--- src/rtl/apb_master_seq_if.sv ---
// apb_master_seq_if
//   Groups the command/response handshake and the APB3 bus of apb_master_seq.
//   master modport: the sequencer's view (drives cmd_ready, rsp_*, busy, APB request side).
//   slave modport : the environment's view (LSU command side and APB peripherals).
//   Parameters must match the ones given to apb_master_seq.
//   Signals:
//     cmd_valid/cmd_ready/cmd_write/cmd_addr/cmd_wdata/cmd_sel  command handshake
//     rsp_valid/rsp_rdata/rsp_err                               completion response
//     busy                                                      transfer in SETUP/ACCESS
//     psel/penable/pwrite/paddr/pwdata                          APB request
//     prdata/pready/pslverr                                     per-slave APB return
interface apb_master_seq_if #(
  parameter int ADDR_W  = 5,
  parameter int DATA_W  = 32,
  parameter int NUM_SLV = 2
);
  logic                      cmd_valid;
  logic                      cmd_ready;
  logic                      cmd_write;
  logic [ADDR_W-1:0]         cmd_addr;
  logic [DATA_W-1:0]         cmd_wdata;
  logic [1:0]                cmd_sel;
  logic                      rsp_valid;
  logic [DATA_W-1:0]         rsp_rdata;
  logic                      rsp_err;
  logic                      busy;
  logic [NUM_SLV-1:0]        psel;
  logic                      penable;
  logic                      pwrite;
  logic [ADDR_W-1:0]         paddr;
  logic [DATA_W-1:0]         pwdata;
  logic [NUM_SLV*DATA_W-1:0] prdata;
  logic [NUM_SLV-1:0]        pready;
  logic [NUM_SLV-1:0]        pslverr;

  modport master (
    input  cmd_valid, cmd_write, cmd_addr, cmd_wdata, cmd_sel,
    input  prdata, pready, pslverr,
    output cmd_ready, rsp_valid, rsp_rdata, rsp_err, busy,
    output psel, penable, pwrite, paddr, pwdata
  );

  modport slave (
    output cmd_valid, cmd_write, cmd_addr, cmd_wdata, cmd_sel,
    output prdata, pready, pslverr,
    input  cmd_ready, rsp_valid, rsp_rdata, rsp_err, busy,
    input  psel, penable, pwrite, paddr, pwdata
  );
endinterface

--- src/rtl/apb_master_seq.sv ---
// apb_master_seq
//   Runs one APB3 transfer (IDLE -> SETUP -> ACCESS) per accepted command and
//   returns a one-cycle response. Drives a one-hot PSEL to NUM_SLV slaves and
//   observes only the selected slave's PREADY/PSLVERR/PRDATA.
//   Optional feature macro: APB_TIMEOUT_EN -- adds a 16-bit ACCESS wait counter
//   that aborts the transfer (err=1, rdata=0) after TIMEOUT_CYC wait cycles.
//   Ports:
//     i_clk  clock, rising edge
//     i_rst  asynchronous reset, active-low
//     bus    apb_master_seq_if.master (command, response, APB bus)
//
//   state     | meaning
//   ST_IDLE   | ready for a command; response pulses are issued here
//   ST_SETUP  | psel high, penable low, exactly one cycle
//   ST_ACCESS | psel and penable high until selected pready (or timeout)
module apb_master_seq #(
  parameter int ADDR_W      = 5,
  parameter int DATA_W      = 32,
  parameter int NUM_SLV     = 2,
  parameter int TIMEOUT_CYC = 255
) (
  input  logic               i_clk,
  input  logic               i_rst,
  apb_master_seq_if.master   bus
);

  typedef enum logic [1:0] {ST_IDLE, ST_SETUP, ST_ACCESS} state_t;

  state_t              state, state_nxt;
  logic                sel_ok;
  logic                accept_ok, accept_bad, done, abort;
  logic                cmd_ready, busy, psel_on, penable;
  logic                limit;
  logic [NUM_SLV-1:0]  sel_oh, sel_oh_nxt;
  logic                pready_s, pslverr_s;
  logic [DATA_W-1:0]   prdata_s;
  logic                pwrite_q;
  logic [ADDR_W-1:0]   paddr_q;
  logic [DATA_W-1:0]   pwdata_q;
  logic                rsp_valid_q, rsp_err_q;
  logic [DATA_W-1:0]   rsp_rdata_q;

  assign sel_ok = (int'(bus.cmd_sel) < NUM_SLV);

  always_comb begin
    sel_oh_nxt = '0;
    for (int k = 0; k < NUM_SLV; k++) sel_oh_nxt[k] = (int'(bus.cmd_sel) == k);
  end

  // the registered one-hot select masks off every unselected slave
  always_comb begin
    pready_s  = |(bus.pready & sel_oh);
    pslverr_s = |(bus.pslverr & sel_oh);
    prdata_s  = '0;
    for (int k = 0; k < NUM_SLV; k++)
      if (sel_oh[k]) prdata_s = prdata_s | bus.prdata[k*DATA_W +: DATA_W];
  end

`ifdef APB_TIMEOUT_EN
  logic [15:0] wait_cnt;

  // limit is hit on the TIMEOUT_CYC-th ACCESS cycle; pready in that cycle still wins
  assign limit = (wait_cnt == 16'(TIMEOUT_CYC - 1));

  always_ff @(posedge i_clk or negedge i_rst) begin
    if (!i_rst)                          wait_cnt <= '0;
    else if (state == ST_SETUP)          wait_cnt <= '0;
    else if (state == ST_ACCESS && !pready_s) wait_cnt <= wait_cnt + 16'd1;
  end
`else
  // no counter: the compare is constant false, ACCESS waits for pready forever
  assign limit = (TIMEOUT_CYC < 0);
`endif

  always_ff @(posedge i_clk or negedge i_rst) begin
    if (!i_rst) state <= ST_IDLE;
    else        state <= state_nxt;
  end

  always_comb begin
    state_nxt  = state;
    cmd_ready  = 1'b0;
    busy       = 1'b0;
    psel_on    = 1'b0;
    penable    = 1'b0;
    accept_ok  = 1'b0;
    accept_bad = 1'b0;
    done       = 1'b0;
    abort      = 1'b0;
    case (state)
      ST_IDLE: begin
        cmd_ready = 1'b1;
        if (bus.cmd_valid) begin
          if (sel_ok) begin
            accept_ok = 1'b1;
            state_nxt = ST_SETUP;
          end else begin
            accept_bad = 1'b1;
          end
        end
      end
      ST_SETUP: begin
        busy      = 1'b1;
        psel_on   = 1'b1;
        state_nxt = ST_ACCESS;
      end
      ST_ACCESS: begin
        busy    = 1'b1;
        psel_on = 1'b1;
        penable = 1'b1;
        if (pready_s) begin
          done      = 1'b1;
          state_nxt = ST_IDLE;
        end else if (limit) begin
          abort     = 1'b1;
          state_nxt = ST_IDLE;
        end
      end
      default: state_nxt = ST_IDLE;
    endcase
  end

  always_ff @(posedge i_clk or negedge i_rst) begin
    if (!i_rst) begin
      sel_oh      <= '0;
      pwrite_q    <= 1'b0;
      paddr_q     <= '0;
      pwdata_q    <= '0;
      rsp_valid_q <= 1'b0;
      rsp_err_q   <= 1'b0;
      rsp_rdata_q <= '0;
    end else begin
      rsp_valid_q <= accept_bad | done | abort;
      if (accept_ok) begin
        sel_oh   <= sel_oh_nxt;
        pwrite_q <= bus.cmd_write;
        paddr_q  <= bus.cmd_addr;
        pwdata_q <= bus.cmd_wdata;
      end
      if (accept_bad || abort) begin
        rsp_err_q   <= 1'b1;
        rsp_rdata_q <= '0;
      end else if (done) begin
        rsp_err_q <= pslverr_s;
        if (!pwrite_q) rsp_rdata_q <= prdata_s;
      end
    end
  end

  assign bus.cmd_ready = cmd_ready;
  assign bus.busy      = busy;
  assign bus.psel      = psel_on ? sel_oh : '0;
  assign bus.penable   = penable;
  assign bus.pwrite    = pwrite_q;
  assign bus.paddr     = paddr_q;
  assign bus.pwdata    = pwdata_q;
  assign bus.rsp_valid = rsp_valid_q;
  assign bus.rsp_err   = rsp_err_q;
  assign bus.rsp_rdata = rsp_rdata_q;

endmodule

--- src/flat_wrapper.sv ---
// flat-port wrapper written by rule: the top's interface ports become plain ports
module apb_master_seq_flat 
#(
  parameter int ADDR_W      = 5,
  parameter int DATA_W      = 32,
  parameter int NUM_SLV     = 2,
  parameter int TIMEOUT_CYC = 255
)
  (i_clk, i_rst, bus_cmd_valid, bus_cmd_write, bus_cmd_addr, bus_cmd_wdata, bus_cmd_sel, bus_prdata, bus_pready, bus_pslverr, bus_cmd_ready, bus_rsp_valid, bus_rsp_rdata, bus_rsp_err, bus_busy, bus_psel, bus_penable, bus_pwrite, bus_paddr, bus_pwdata);
  apb_master_seq_if #(.ADDR_W(ADDR_W), .DATA_W(DATA_W), .NUM_SLV(NUM_SLV)) bus_i ();
  input  logic i_clk;
  input  logic i_rst;
  input wire logic [$bits(bus_i.cmd_valid)-1:0] bus_cmd_valid;
  input wire logic [$bits(bus_i.cmd_write)-1:0] bus_cmd_write;
  input wire logic [$bits(bus_i.cmd_addr)-1:0] bus_cmd_addr;
  input wire logic [$bits(bus_i.cmd_wdata)-1:0] bus_cmd_wdata;
  input wire logic [$bits(bus_i.cmd_sel)-1:0] bus_cmd_sel;
  input wire logic [$bits(bus_i.prdata)-1:0] bus_prdata;
  input wire logic [$bits(bus_i.pready)-1:0] bus_pready;
  input wire logic [$bits(bus_i.pslverr)-1:0] bus_pslverr;
  output wire logic [$bits(bus_i.cmd_ready)-1:0] bus_cmd_ready;
  output wire logic [$bits(bus_i.rsp_valid)-1:0] bus_rsp_valid;
  output wire logic [$bits(bus_i.rsp_rdata)-1:0] bus_rsp_rdata;
  output wire logic [$bits(bus_i.rsp_err)-1:0] bus_rsp_err;
  output wire logic [$bits(bus_i.busy)-1:0] bus_busy;
  output wire logic [$bits(bus_i.psel)-1:0] bus_psel;
  output wire logic [$bits(bus_i.penable)-1:0] bus_penable;
  output wire logic [$bits(bus_i.pwrite)-1:0] bus_pwrite;
  output wire logic [$bits(bus_i.paddr)-1:0] bus_paddr;
  output wire logic [$bits(bus_i.pwdata)-1:0] bus_pwdata;
  assign bus_i.cmd_valid = bus_cmd_valid;
  assign bus_i.cmd_write = bus_cmd_write;
  assign bus_i.cmd_addr = bus_cmd_addr;
  assign bus_i.cmd_wdata = bus_cmd_wdata;
  assign bus_i.cmd_sel = bus_cmd_sel;
  assign bus_i.prdata = bus_prdata;
  assign bus_i.pready = bus_pready;
  assign bus_i.pslverr = bus_pslverr;
  assign bus_cmd_ready = bus_i.cmd_ready;
  assign bus_rsp_valid = bus_i.rsp_valid;
  assign bus_rsp_rdata = bus_i.rsp_rdata;
  assign bus_rsp_err = bus_i.rsp_err;
  assign bus_busy = bus_i.busy;
  assign bus_psel = bus_i.psel;
  assign bus_penable = bus_i.penable;
  assign bus_pwrite = bus_i.pwrite;
  assign bus_paddr = bus_i.paddr;
  assign bus_pwdata = bus_i.pwdata;
  apb_master_seq #(.ADDR_W(ADDR_W), .DATA_W(DATA_W), .NUM_SLV(NUM_SLV), .TIMEOUT_CYC(TIMEOUT_CYC)) u_core (.i_clk(i_clk), .i_rst(i_rst), .bus(bus_i));
endmodule
--- config.mk ---
export PLATFORM = sky130hd
export DESIGN_NAME = apb_master_seq_flat
export DESIGN_NICKNAME = d
export VERILOG_FILES = /design/src/rtl/apb_master_seq_if.sv /design/src/rtl/apb_master_seq.sv /design/src/flat_wrapper.sv
export SDC_FILE = /design/constraint.sdc
export NUM_CORES = 1
export LEC_CHECK = 0
export CAP_MARGIN = 10
export CORE_MARGIN = 2
export CORE_UTILIZATION = 42
export CTS_CLUSTER_DIAMETER = 80
export CTS_CLUSTER_SIZE = 20
export DETAILED_ROUTE_END_ITERATION = 12
export HOLD_SLACK_MARGIN = 0.1
export PLACE_DENSITY = 0.86
export SETUP_SLACK_MARGIN = 0.2
export SLEW_MARGIN = 25
export SYNTH_ARGS = -nofsm -noshare
export SYNTH_HDL_FRONTEND = slang
export SYNTH_SLANG_ARGS = --single-unit
--- constraint.sdc ---
create_clock -name i_clk -period 3 [get_ports i_clk]
set_input_delay 0.6 -clock i_clk [delete_from_list [all_inputs] [get_ports i_clk]]
set_output_delay 0.6 -clock i_clk [all_outputs]
set_load 0.01 [all_outputs]
Word level (Yosys, flattened, before mapping)
Index checks and enable logic that the tools add are counted.
- magnitude comparators: 1
- eq/ne operators: 7
- mux-type cells: 23
- bitwise gates (word level): 4
- reductions and logical operators: 8
- operator list (operator ; count):
    32-bit two-way mux ; 5
    32-bit bitwise OR ; 1
    1-bit two-way mux ; 13
    2-bit two-way mux ; 4
    2-bit by 1-bit != test with 1-bit output, second input constant ; 3
    2-bit case mux with 3 select lines ; 1
    2-bit OR reduction ; 3
    2-bit bitwise AND ; 2
    2-bit == test, second input constant ; 2
    2-bit logical NOT ; 2
    3-bit AND reduction ; 1
    2-bit by 1-bit == test with 1-bit output, second input constant ; 1
    2-bit < comparator, second input constant ; 1
    2-bit != test, second input constant ; 1
    2-bit AND reduction ; 1
    2-bit nonzero test ; 1
    1-bit bitwise OR ; 1
- bits in registers: 76
- input port bits: 111
- output and inout bits: 77
- word-level logic and storage cells: 51

Depth between registers and ports, before layout
- word-level depth: 6
- mapped depth: 8

Worst setup path after synthesis
No wires, ideal clock.
- path kind: flip-flop to flip-flop
- start: reg u_core.state[0]
- end: reg u_core.rsp_rdata_q[0] (netlist: u_core.bus.rsp_rdata[0])
- setup time: 0.150 ns
- data arrival time: 1.586 ns
- required time: 2.850 ns
- path slack: 1.264 ns
- stages on the path, launching flop included: 7
- path buffers: 2
- period minus slack after synthesis: 1.736 ns
- cells stage by stage: dfrtp_1 inv_1 ha_1 and3_1 clkbuf_1 clkbuf_1 a211oi_2
- longest elaborated chain between the ends: 4
- RTL lines (element ; RTL line ; source):
    start, declared ; apb_master_seq.sv:29 ; state_t state, state_nxt;
    start signal, assigned ; apb_master_seq.sv:77 ; else state <= state_nxt;
    2-bit logical NOT or 2-bit == test (tied branches) ; apb_master_seq.sv:90 ; case (state)
    1-bit two-way mux ; apb_master_seq.sv:90 ;
    2-bit by 1-bit != test with 1-bit output (no source line) or 2-bit nonzero test (tied branches) ; n/a ;
    2-bit AND reduction (no source line) ; n/a ;
    end signal, assigned ; apb_master_seq.sv:145 ; if (!pwrite_q) rsp_rdata_q <= prdata_s;
    end, declared ; apb_master_seq.sv:41 ; logic [DATA_W-1:0] rsp_rdata_q;
Several ways; a longest one is shown, not always the timed one.
A chain may end at the register's enable or synchronous reset.

Worst setup path after layout
- start: reg u_core.state[0]
- end: out bus_psel[0]
- longest elaborated chain between the ends: 4
- RTL lines (element ; RTL line ; source):
    2-bit by 1-bit == test with 1-bit output or 2-bit == test (tied branches) ; apb_master_seq.sv:90 ;
    2-bit OR reduction (no source line) * ; n/a ;
    1-bit two-way mux * ; apb_master_seq.sv:90 ;
    2-bit two-way mux * ; apb_master_seq.sv:152 ; assign bus.psel = psel_on ? sel_oh : '0;
    end, declared ; flat_wrapper.sv:26 ; output wire logic [$bits(bus_i.psel)-1:0] bus_psel;
Every way passes the cells marked *; elsewhere a longest branch is shown, timed or not.

==> results.json <==
{
  "status": "finished, final reports clean",
  "postSynthCellCount": 264,
  "setup.worst_path.end_class": "primary output",
  "initial_core_util_pct": 42.8,
  "synth.distinct_cells": 24,
  "std_cell_rows": 33,
  "powerDensity_mw_per_mm2": 1010,
  "grt_max_degree": 77,
  "buffer_ports.inserted": 187,
  "route.antenna.remaining_nets": 0,
  "seqPwrFrac_pct": 31.9,
  "detailedPlacementHpwl_um": 7030,
  "share_clk_of_total_power_pct": 15.2,
  "die-width_um": 95.0,
  "net_switching_power_figure_mw": 1.98,
  "boundaryPins": 188,
  "synth_area_mm2": 0.00348,
  "p_sw_share_pct": 34.9,
  "critical_path_class": "reg2out",
  "root_buffer": "sky130_fd_sc_hd__clkbuf_8",
  "gp_congestion": 0.761,
  "ir_worst_vdd_uv": 628,
  "ff2ff_path_depth": 5,
  "sequential_cell_area_mm2": 0.00190,
  "worst_r2r_endpoint": "u_core.bus.rsp_rdata[23]",
  "final_cell_count_no_fill": 553,
  "die_area_mm2": 0.00903,
  "critical_path.max_stage_delay_ns": 0.55,
  "placeableCoreArea_mm2": 0.00813,
  "cp_cell_sequence": "inv_1 > ha_1 > and2_1 > clkdlybuf4s50_1",
  "synth_top_cells_by_area": "sky130_fd_sc_hd__dfrtp_1 (55%), sky130_fd_sc_hd__mux2_2 (13%), sky130_fd_sc_hd__a211oi_2 (11%)",
  "post-route-min-period_ns": 2.41,
  "cts.repair_timing.setup_buffer_count": 0,
  "final_common_cell": "sky130_fd_sc_hd__clkdlybuf4s50_1",
  "yosysTopAreaCellShare_pct": 54.7,
  "critical_path_peak_fanout": 3,
  "synth_seq_cells": 76,
  "drt-vias-per-instance": 5.21,
  "synth.yosys.warnings": 0,
  "detail_route.wirelength_um": 9670,
  "period_utilization_post_route_pct": 80.2,
  "die_height_um": 95.0,
  "fin_worst_skew_ns": 0.00930,
  "number_of_antenna_violations_at_the_first_check_in_global_routing": 0,
  "postSynthNetCount": 379,
  "regToRegSetupSlack_ns": 1.23,
  "num_vias": 2880,
  "worst_pin_slew_ns": 0.682,
  "placed_instance_count": 537,
  "final-setup-viol-count": 0,
  "critical_path_buf_inv_count": 2,
  "clk_pin_slew_worst_paths_ns": 0.08,
  "start_kind": "flip-flop",
  "cts-hold-fix-buffers": 0,
  "dp_worst_setup_slack_ns": 0.860,
  "commonest_cells_after_routing_fill_and_taps_aside": "sky130_fd_sc_hd__clkdlybuf4s50_1 (186), sky130_fd_sc_hd__dfrtp_1 (76), sky130_fd_sc_hd__mux2_2 (41)",
  "setup_total_negative_slack_ns": 0,
  "tot_gr_track_use_pct": 21.2,
  "worst_skew_pair.late_latency_ns": 0.34,
  "cts_buffers": 9,
  "worst_r2r_startpoint": "u_core.state[0]",
  "postSynthAreaPerCell_um2": 13.2,
  "grt_pass1_wl_um": 14700,
  "grt_pass1_vias": 2991,
  "post-route-worst-setup-slack_ns": 0.593,
  "timing.final.max_slew_violations": 0,
  "post_cts_resized": 0,
  "fraction_of_final_layout_cells_sized_beyond_drive_strength_1_pct": 22.3,
  "synth_top_cell_by_area": "sky130_fd_sc_hd__dfrtp_1",
  "max_cap_viol_count": 0,
  "antenna-diode-count": 0,
  "finalNetCount": 558,
  "timing.critical_path.required_ns": 2.40,
  "max_freq_mhz": 416,
  "cp_data_arrival_time_ns": 1.81,
  "total_leakage_power_nw": 2.28,
  "hold_viol_final": 0,
  "power_frac_comb_pct": 52.9,
  "drtIter0Drc": 115,
  "timing.critical_path.max_delay_family": "buffers and inverters",
  "htreeDepth": 3,
  "total_area_of_multi_input_combinational_cells_mm2": 0.00142,
  "rsz0062_at_grt": "no",
  "synth-seq-area-share_pct": 54.7,
  "slowest_stage": "sky130_fd_sc_hd__clkdlybuf4s50_1",
  "grt.overflow.total": 0,
  "route.detailed.wl_per_inst_um": 17.5,
  "flow.area_growth_from_synthesis_pct": 61.7,
  "slew-limit-headroom_pct": 54.5,
  "fillerInstances": 600,
  "drt_first_pass_iters": 4,
  "drc_errors": 0,
  "cts-root-to-sink-buffers": 2,
  "min-delay-path-class": "in2async",
  "cts_tree": "done",
  "cell_internal_pwr_mw": 3.69,
  "clkSinkCount": 76
}
-- cells in the mapped netlist --
| cell | count |
|---|---|
| sky130_fd_sc_hd__buf_2 | 7 |
| sky130_fd_sc_hd__buf_6 | 5 |
| sky130_fd_sc_hd__a211oi_1 | 2 |
| sky130_fd_sc_hd__a211oi_2 | 30 |
| sky130_fd_sc_hd__inv_1 | 4 |
| sky130_fd_sc_hd__a22oi_1 | 32 |
| sky130_fd_sc_hd__and2_1 | 2 |
| sky130_fd_sc_hd__a221oi_1 | 1 |
| sky130_fd_sc_hd__ha_1 | 4 |
| sky130_fd_sc_hd__nand2_1 | 1 |
| sky130_fd_sc_hd__a2bb2oi_1 | 1 |
| sky130_fd_sc_hd__nand2b_1 | 1 |
| sky130_fd_sc_hd__nor2b_1 | 1 |
| sky130_fd_sc_hd__nand3b_1 | 1 |
| sky130_fd_sc_hd__a21oi_1 | 32 |
| sky130_fd_sc_hd__a22o_1 | 1 |
| sky130_fd_sc_hd__and2_4 | 1 |
| sky130_fd_sc_hd__and3_1 | 1 |
| sky130_fd_sc_hd__nor2_1 | 1 |
| sky130_fd_sc_hd__mux2_2 | 41 |
| sky130_fd_sc_hd__mux2i_1 | 2 |
| sky130_fd_sc_hd__clkbuf_1 | 16 |
| sky130_fd_sc_hd__dfrtp_1 | 76 |
| sky130_fd_sc_hd__a21o_1 | 1 |
-- flip-flops by register name, summed over array words and instances, names as in the netlist --
| signal | flops |
|---|---|
| u_core.state | 2 |
| u_core.bus.rsp_valid | 1 |
| u_core.bus.rsp_err | 1 |
| u_core.bus.pwdata | 32 |
| u_core.sel_oh | 2 |
| u_core.bus.pwrite | 1 |
| u_core.bus.paddr | 5 |
| u_core.bus.rsp_rdata | 32 |
-- metal layers --
layer  track usage [%]  vias up  routed length [µm]
li1                  -     1347                   -
met1              24.1     1402                3670
met2              38.2      117                4970
met3              5.93       14                 885
met4              7.49        0                 142
met5                 0        -                   0
-- power groups by stage --
stage / combinational [mW] / clock (mW) / sequential [mW]
after detailed placement: 3.03 / 0 / 1.83
after CTS: 3.04 / 0.895 / 1.81
after floorplan: 1.29 / 0 / 2.03
final: 3.00 / 0.863 / 1.81
after global placement: 2.95 / 0 / 1.79
after global routing: 3.22 / 0.929 / 1.87
-- cell families (layout without fill, tap and decap cells) --
kind of cell             after synthesis  after routing  synth area share (%)
AO/OA/AOI/OAI                        100            100                  23.7
adder cells (fa/ha/maj)                4              4                  1.44
buffers and inverters                 32            216                  4.78
flip-flops                            76             76                  54.7
multiplexers                          43             43                  13.8
AND/OR/NAND/NOR                        9              9                  1.58
-- final cells by class --
type,count,share of cell area [%]
Inverter,4,0.267
Sequential cell,76,33.8
Clock inverter,7,1.76
Clock buffer,9,2.20
Timing Repair Buffer,196,34.5
Tap cell,105,2.33
Multi-Input combinational cell,156,25.2
-- how the worst max path moves through the flow --
stage                                from                  endpoint  slack (ns)  depth (start not counted)
after floorplan           u_core.state[0]   u_core.bus.rsp_rdata[0]        1.26                          6
after global placement      bus_cmd_valid  u_core.bus.rsp_rdata[22]        0.89                          4
after detailed placement    bus_cmd_valid  u_core.bus.rsp_rdata[27]        0.86                          4
after CTS                 u_core.state[0]               bus_psel[0]        0.56                          4
after global routing      u_core.state[0]               bus_psel[1]        0.49                          4
final                     u_core.state[0]               bus_psel[0]        0.59                          4
-- worst register-to-register path, delay by kind of cell (launching register included) --
family,cells,cell delay (ns)
and+or+nand+nor,1,0.55
DFF,1,0.40
buffers and inverters,2,0.41
adders and majority gates,1,0.23
AOI/OAI and AO/OA,1,0.05
-- metrics by stage --
step / utilization (%) / cell area [µm²] / total power, mW / hold WS [ns]
final: 69.2 / 5630 / 5.67 / 0.273
after global routing: 69.2 / 5630 / 6.02 / 0.325
after CTS: 69.1 / 5620 / 5.75 / 0.430
after detailed placement: 66.4 / 5400 / 4.86 / 0.495
after global placement: 66.4 / 5400 / 4.75 / 0.486
after floorplan: - / 3480 / 3.32 / 0.304
No activity file was read; power rests on OpenSTA's default activity.
